--- config.mk ---
export PLATFORM = sky130hd
export DESIGN_NAME = data_mem_arbiter
export DESIGN_NICKNAME = d
export VERILOG_FILES = /design/src/rtl/mem_arb_pkg.sv /design/src/rtl/starve_counter.sv /design/src/rtl/data_mem_arbiter.sv
export SDC_FILE = /design/constraint.sdc
export NUM_CORES = 1
export LEC_CHECK = 0
export CAP_MARGIN = 20
export CORE_MARGIN = 4
export CORE_UTILIZATION = 44
export CTS_BUF_LIST = sky130_fd_sc_hd__clkbuf_4 sky130_fd_sc_hd__clkbuf_8 sky130_fd_sc_hd__clkbuf_16
export CTS_CLUSTER_SIZE = 25
export DETAILED_ROUTE_END_ITERATION = 10
export GPL_TIMING_DRIVEN = 0
export MAX_ROUTING_LAYER = met4
export PLACE_DENSITY = 0.86
export SLEW_MARGIN = 20
export SYNTH_ARGS = -nofsm -noshare
export SYNTH_HDL_FRONTEND = slang
export SYNTH_SLANG_ARGS = --single-unit
--- constraint.sdc ---
create_clock -name CLK -period 5.6 [get_ports CLK]
set_input_delay 0.84 -clock CLK [delete_from_list [all_inputs] [get_ports CLK]]
set_output_delay 0.84 -clock CLK [all_outputs]
set_load 0.03 [all_outputs]
--- src/rtl/mem_arb_pkg.sv ---
// Shared types and default widths for the data-memory arbiter.
// The owner enum records which requester a pending read belongs to.
package mem_arb_pkg;

    localparam int DEFAULT_ADDR_W = 12;
    localparam int DEFAULT_DATA_W = 16;

    typedef enum logic [1:0] {
        OWN_IDLE    = 2'd0,
        OWN_CORE_RD = 2'd1,
        OWN_HOST_RD = 2'd2
    } owner_e;

endpackage

--- src/rtl/starve_counter.sv ---
// Saturating count of consecutive host arbitration losses.
// Clear has priority over increment.
module starve_counter #(
    parameter int LIMIT = 4
) (
    input  logic CLK,
    input  logic reset,
    input  logic inc,
    input  logic clr,
    output logic at_limit
);

    localparam logic [3:0] LIMIT_C = 4'(LIMIT);

    logic [3:0] cnt_q;
    logic [3:0] cnt_d;

    always_comb begin
        cnt_d = cnt_q;
        if (clr) begin
            cnt_d = 4'd0;
        end else if (inc && (cnt_q != LIMIT_C)) begin
            cnt_d = cnt_q + 4'd1;
        end
    end

    always_ff @(posedge CLK or posedge reset) begin
        if (reset) begin
            cnt_q <= 4'd0;
        end else begin
            cnt_q <= cnt_d;
        end
    end

    assign at_limit = (cnt_q == LIMIT_C);

endmodule

--- src/rtl/data_mem_arbiter.sv ---
// Core/host arbiter for the single-port data memory, with starvation
// guarantee for the host and per-read ownership tracking for returned data.
module data_mem_arbiter
    import mem_arb_pkg::*;
#(
    parameter int ADDR_W       = DEFAULT_ADDR_W,
    parameter int DATA_W       = DEFAULT_DATA_W,
    parameter int STARVE_LIMIT = 4
) (
    input  logic              CLK,
    input  logic              reset,
    input  logic              core_req,
    input  logic              core_we,
    input  logic [ADDR_W-1:0] core_addr,
    input  logic [DATA_W-1:0] core_wdata,
    output logic              core_stall,
    output logic              core_rvalid,
    output logic [DATA_W-1:0] core_rdata,
    input  logic              host_req,
    input  logic              host_we,
    input  logic [ADDR_W-1:0] host_addr,
    input  logic [DATA_W-1:0] host_wdata,
    output logic              host_gnt,
    output logic              host_rvalid,
    output logic [DATA_W-1:0] host_rdata,
    output logic [ADDR_W-1:0] mem_addr,
    output logic              mem_we,
    output logic [DATA_W-1:0] mem_din,
    input  logic [DATA_W-1:0] mem_dout
);

    logic host_win;
    logic core_win;
    logic at_limit;

    owner_e            state_q, state_d;
    logic [ADDR_W-1:0] mem_addr_q, mem_addr_d;
    logic [DATA_W-1:0] mem_din_q, mem_din_d;
    logic [DATA_W-1:0] core_rdata_q, core_rdata_d;
    logic [DATA_W-1:0] host_rdata_q, host_rdata_d;

    assign host_win   = host_req & (~core_req | at_limit);
    assign core_win   = core_req & ~host_win;
    assign host_gnt   = host_win;
    assign core_stall = core_req & host_win;

    starve_counter #(
        .LIMIT (STARVE_LIMIT)
    ) u_starve (
        .CLK      (CLK),
        .reset    (reset),
        .inc      (host_req & core_win),
        .clr      (host_win | ~host_req),
        .at_limit (at_limit)
    );

    // Address and write data hold through idle cycles so the memory pins stay quiet.
    always_comb begin
        mem_addr_d = mem_addr_q;
        mem_din_d  = mem_din_q;
        mem_we     = 1'b0;
        state_d    = OWN_IDLE;
        if (host_win) begin
            mem_addr_d = host_addr;
            mem_din_d  = host_wdata;
            mem_we     = host_we;
            if (!host_we) state_d = OWN_HOST_RD;
        end else if (core_win) begin
            mem_addr_d = core_addr;
            mem_din_d  = core_wdata;
            mem_we     = core_we;
            if (!core_we) state_d = OWN_CORE_RD;
        end
    end

    assign mem_addr = mem_addr_d;
    assign mem_din  = mem_din_d;

    // Returned data passes straight through in its valid cycle and is then held.
    always_comb begin
        core_rdata_d = core_rdata_q;
        host_rdata_d = host_rdata_q;
        if (state_q == OWN_CORE_RD) core_rdata_d = mem_dout;
        if (state_q == OWN_HOST_RD) host_rdata_d = mem_dout;
    end

    assign core_rdata  = core_rdata_d;
    assign host_rdata  = host_rdata_d;
    assign core_rvalid = (state_q == OWN_CORE_RD);
    assign host_rvalid = (state_q == OWN_HOST_RD);

    always_ff @(posedge CLK or posedge reset) begin
        if (reset) begin
            state_q      <= OWN_IDLE;
            mem_addr_q   <= '0;
            mem_din_q    <= '0;
            core_rdata_q <= '0;
            host_rdata_q <= '0;
        end else begin
            state_q      <= state_d;
            mem_addr_q   <= mem_addr_d;
            mem_din_q    <= mem_din_d;
            core_rdata_q <= core_rdata_d;
            host_rdata_q <= host_rdata_d;
        end
    end

endmodule

# --- Word level (Yosys, flattened, before mapping) ---
# Index checks and enable logic that the tools add are counted.
totals:
  regBits: 66
  latchBits: 0
  ramBits: 0
  mem_bits_ro: 0
  input_bits: 78
  out_inout_bits: 65
  mem_count: 0
classes:
  addsub: 1
  mul: 0
  div_mod_pow: 0
  magnitude_cmp: 0
  eq_ne: 4
  shift: 0
  n_mux: 14
  bitwise: 9
  n_reduce_logical: 2
ops:
  columns: ["cell", "count"]
  rows:
  - ["$mux 16", 4]
  - ["$mux 12", 2]
  - ["$mux 4", 2]
  - ["$add 4x1->4 const B", 1]
  - ["$and 1x1->1", 4]
  - ["$eq 4x3->1 const B", 1]
  - ["$mux 1", 4]
  - ["$mux 2", 2]
  - ["$ne 4x3->1 const B", 1]
  - ["$not 1->1", 3]
  - ["$eq 2x1->1 const B", 1]
  - ["$eq 2x2->1 const B", 1]
  - ["$or 1x1->1", 2]
  - ["$reduce_bool 2->1", 1]
  - ["$logic_and 1x1->1", 1]

# --- Longest topological paths before layout ---
logic_depth:
  depth_word: 9
  depth_mapped: 7
  depth_no_buf: 5

# --- By module ---
# From an unflattened synthesis, not the netlist that was laid out.
unflattened:
  hier_cells: 269
  hier_area_um2: 3259.4
modules_own_cells:
  columns: ["module", "n_inst", "cells_each", "area_per_inst_um2", "seq_area_each_um2"]
  rows:
  - ["data_mem_arbiter", 1, 244, 3021.6, 1551.5]
  - ["starve_counter", 1, 25, 237.7, 100.1]

# --- Least setup slack after synthesis ---
# No wires, ideal clock.
synth_path:
  kind: "input-to-output"
  from: "input host_req"
  to: "output mem_we"
  t_arrival_ps: 1989
  required_time_ps: 4760
  setup_slack_ps: 2771
  cell_stages: 3
  path_buffers: 1
  path_cell_list: "buf_4 > a21boi_1 > a22o_1"
synth_between:
  elab_chain_len: 5
synth_lines:
  columns: ["element", "line", "text"]
  rows:
  - ["start: declaration", "data_mem_arbiter.sv:19", "input logic host_req,"]
  - ["$and 1x1->1 *", "data_mem_arbiter.sv:42", "assign host_win = host_req & (~core_req | at_limit);"]
  - ["net host_gnt", "data_mem_arbiter.sv:23", "output logic host_gnt,"]
  - ["$not 1->1", "data_mem_arbiter.sv:43", "assign core_win = core_req & ~host_win;"]
  - ["$and 1x1->1", "data_mem_arbiter.sv:43", null]
  - ["$mux 1", "data_mem_arbiter.sv:68", "end else if (core_win) begin"]
  - ["$mux 1 *", "data_mem_arbiter.sv:63", "if (host_win) begin"]
  - ["end: declaration", "data_mem_arbiter.sv:27", "output logic mem_we,"]
# Mark *: on every way through the listed nets, which the timed path passes. The rest lies on a longest branch.

# --- Final worst setup path ---
layout_path:
  from: "input host_req"
  to: "output mem_din[14]"
layout_between:
  elab_chain_len: 5
layout_lines:
  columns: ["element", "line", "text"]
  rows:
  - ["$and 1x1->1 *", "data_mem_arbiter.sv:42", null]
  - ["$not 1->1", "data_mem_arbiter.sv:43", null]
  - ["$and 1x1->1", "data_mem_arbiter.sv:43", null]
  - ["$mux 16", "data_mem_arbiter.sv:68", null]
  - ["$mux 16 *", "data_mem_arbiter.sv:63", null]
  - ["end: declaration", "data_mem_arbiter.sv:28", "output logic [DATA_W-1:0] mem_din,"]
# Mark *: on every way between the ends. The rest lies on a longest branch, timed or not.

==> flow_summary_export.csv <==
group,metric,value,unit
synth,synth_cell_types,21,
detailed_routing,post_drt_via_cell_ratio,5.16,
sta,rsz0062_at_grt,"false",
sta,worstMarginPinSlew,0.481,ns
synth,netlist_top_cells_area,"dfrtp_1 (55%), mux2_2 (23%), o22ai_1 (5.8%)",
worst_setup_path,cp_top_family,"buffers and inverters",
min_path,hp-class,"flip-flop to flip-flop",
worst_setup_path,path_buf_inv,4,
floorplanning,die_w,90.5,µm
cts,root_buffer,"clkbuf_8",
placement,port_buffers,142,
detailed_routing,final_antenna_net_count,0,
cts,clk_path_buf_depth,2,
worst_setup_path,crit_fanout,10,
synth,synth_nets,332,
finish,layout-drive-gt1-share,22.2,%
detailed_routing,routed_wl,7970,µm
worst_setup_path,arrival,2.99,ns
synth,yosys-top-cells-count,"dfrtp_1 (66), mux2_2 (60), inv_1 (33), a21oi_1 (28), o22ai_1 (28)",
worst_setup_path,cpPeakStageDelay,0.71,ns
finish,multi_input_area,1130,µm²
synth,ys_warn_count,0,
floorplanning,die_area,8200,µm²
detailed_routing,wl_per_cell,16.4,µm
detailed_routing,dr.pass1.iters,4,
sta,fin_crit,3.83,ns
power_and_ir_drop,leakage,2.04,nW
worst_setup_path,cp-start-kind,"input port",
placement,dp_cells,472,
sta,finalSetupViolCount,0,
worst_setup_path,worstPathRequired,4.76,ns
synth,synth_top_area_share,55.1,%
sta,max_slew_margin,68.0,%
worst_setup_path,slowest_stage,"clkdlybuf4s50_1",
synth,yosysSeqAreaShare,55.1,%
synth,synth_ff_type,"dfrtp_1",
synth,syn_area,3000,µm²
cts,post_cts_buffers,0,
floorplanning,io_pins,143,
cts,clkTransAtPathRegs,0.06,ns
sta,hold_viol,0,
job,cap_violations,0,
grt,grt_pass1_vias,2678,
floorplanning,die_h,90.5,µm
finish,syn_to_final_growth,58.6,%
finish,fillCellCount,460,
floorplanning,start_util,46.2,%
synth,synth_edf_count,0,
placement,gp_congestion,0.706,
detailed_routing,dr.first_iter.drc_count,54,
synth,synth_area_leader_cell,"dfrtp_1",
grt,antenna_found_initial,0,
worst_setup_path,cp_common_cell,"clkdlybuf4s50_1",
grt,grt_pass1_wl,12800,µm
finish,nets,486,
cts,worstSkewPairLatency,0.34,ns
synth,async_flop_share,100,%
worst_setup_path,crit_type,"input port to output pin",
cts,post_cts_resized,0,
synth,syn_area_per_cell,11.9,µm²
worst_setup_path,crit_chain,"clkdlybuf4s50_1 -> nand4b_1 -> buf_4 -> buf_2 -> o22ai_1 -> a21oi_1 -> clkdlybuf4s50_1",
grt,overflow,0,
floorplanning,rows,29,
detailed_routing,drcViolationCount,0,
sta,fin_crit_sh,68.4,%
finish,post-route-util,73.2,%
worst_setup_path,worst_setup_path_end_kind,"output pin",
cts,cts_max_level,3,
sta,maxClockFrequency,261,MHz
power_and_ir_drop,p_total,1.45,mW
sta,finalSetupTns,0,ns
grt,grt_max_degree,47,
sta,drv_slew,0,
finish,final_cells,487,
detailed_routing,num_vias,2515,
sta,fin_worst_skew,0.00553,ns
cts,cts_buffers,9,
cts,clock-sinks,66,
power_and_ir_drop,powerDensity,304,nW/µm²
placement,place_hpwl,6030,µm
run_status,status,"complete, no violations",
synth,synth-seq-cells,66,
synth,synthCells,252,
finish,diodes,0,
synth,yosysMostFrequentCell,"dfrtp_1",
cts,ctsHoldBuffers,0,
grt,grt_usage,20.2,%
cts,tritoncts,"done",
finish,regArea,1650,µm²
power_and_ir_drop,vdd_drop_max,0.164,mV
floorplanning,core-area,6490,µm²
[kinds of logic after synthesis]
kind of cell / share of synthesized area, %
compound gates: 11.1
mux: 22.5
simple gates: 2.67
fa+ha+maj: 0.835
xor+xnor: 0.584
buf+inv: 7.22
flops: 55.1
[per-stage QoR]
step / cell area [µm²] / worst slack [ns] / hold WS, ns
floorplan: 3000 / 2.77 / 0.453
global placement: 4520 / 1.79 / 0.475
finish: 4750 / 1.77 / 0.493
detailed placement: 4550 / 1.78 / 0.481
CTS: 4750 / 1.76 / 0.494
global route: 4750 / 1.61 / 0.507
[final cells by class]
| cell class | instances | share of cell area [%] |
|---|---|---|
| Timing Repair Buffer | 143 | 30.5 |
| Sequential cell | 66 | 34.7 |
| Tap cell | 77 | 2.03 |
| Clock inverter | 2 | 0.737 |
| Inverter | 33 | 2.66 |
| Buffer | 16 | 1.95 |
| Multi-Input combinational cell | 137 | 23.8 |
| Clock buffer | 13 | 3.63 |
[final timing paths]
check | start | endpoint | slack (ns) | cells after the start
setup / recovery | host_req | mem_din[14] | 1.77 | 7
hold / removal | host_rdata_q[0] | host_rdata_q[0] | 0.49 | 1
setup reg to reg | u_starve.cnt_q[0] | mem_din_q[14] | 3.98 | 7
hold reg to reg | host_rdata_q[0] | host_rdata_q[0] | 0.49 | 1
max in group asynchronous | reset | host_rdata_q[15] | 4.28 | 3
min in group asynchronous | reset | mem_addr_q[0] | 0.81 | 2
[registers in the layout (all words and copies together), names as in the netlist]
signal          flops
mem_din_q          16
mem_addr_q         12
u_starve.cnt_q      4
host_rdata_q       16
core_rdata_q       16
state_q             2
[power by group]
part	internal, mW	total (mW)	switching, mW
registers	0.540	0.555	0.0154
clock network	0.244	0.415	0.171
logic	0.228	0.475	0.247
total	1.01	1.45	0.434
[cells in the final DEF, fill, tap and decap left out, types with 2 or more instances in the layout]
| cell | netlist | routed |
|---|---|---|
| clkbuf_8 | 0 | 12 |
| nor2_1 | 5 | 5 |
| clkdlybuf4s50_1 | 0 | 142 |
| nand3_1 | 2 | 2 |
| ha_1 | 2 | 2 |
| o22ai_1 | 28 | 28 |
| buf_2 | 8 | 8 |
| inv_1 | 33 | 32 |
| buf_4 | 6 | 6 |
| clkbuf_1 | 2 | 2 |
| mux2_2 | 60 | 60 |
| nor2b_1 | 3 | 3 |
| a21oi_1 | 28 | 28 |
| dfrtp_1 | 66 | 66 |
[routing by layer]
layer	GRT usage, %	up-vias	routed length [µm]
li1	-	1179	-
met5	-	-	0
met4	8.29	0	119
met1	23.6	1210	3320
met2	33.3	116	3940
met3	5.08	10	590
[worst register-to-register path: stages (launching register included)]
cell,delay [ns]
dfrtp_1,0.39
inv_1,0.06
ha_1,0.21
nand4b_1,0.12
buf_4,0.19
buf_2,0.25
o22ai_1,0.11
a21oi_1,0.20
Power figures use the tool's default switching activity.
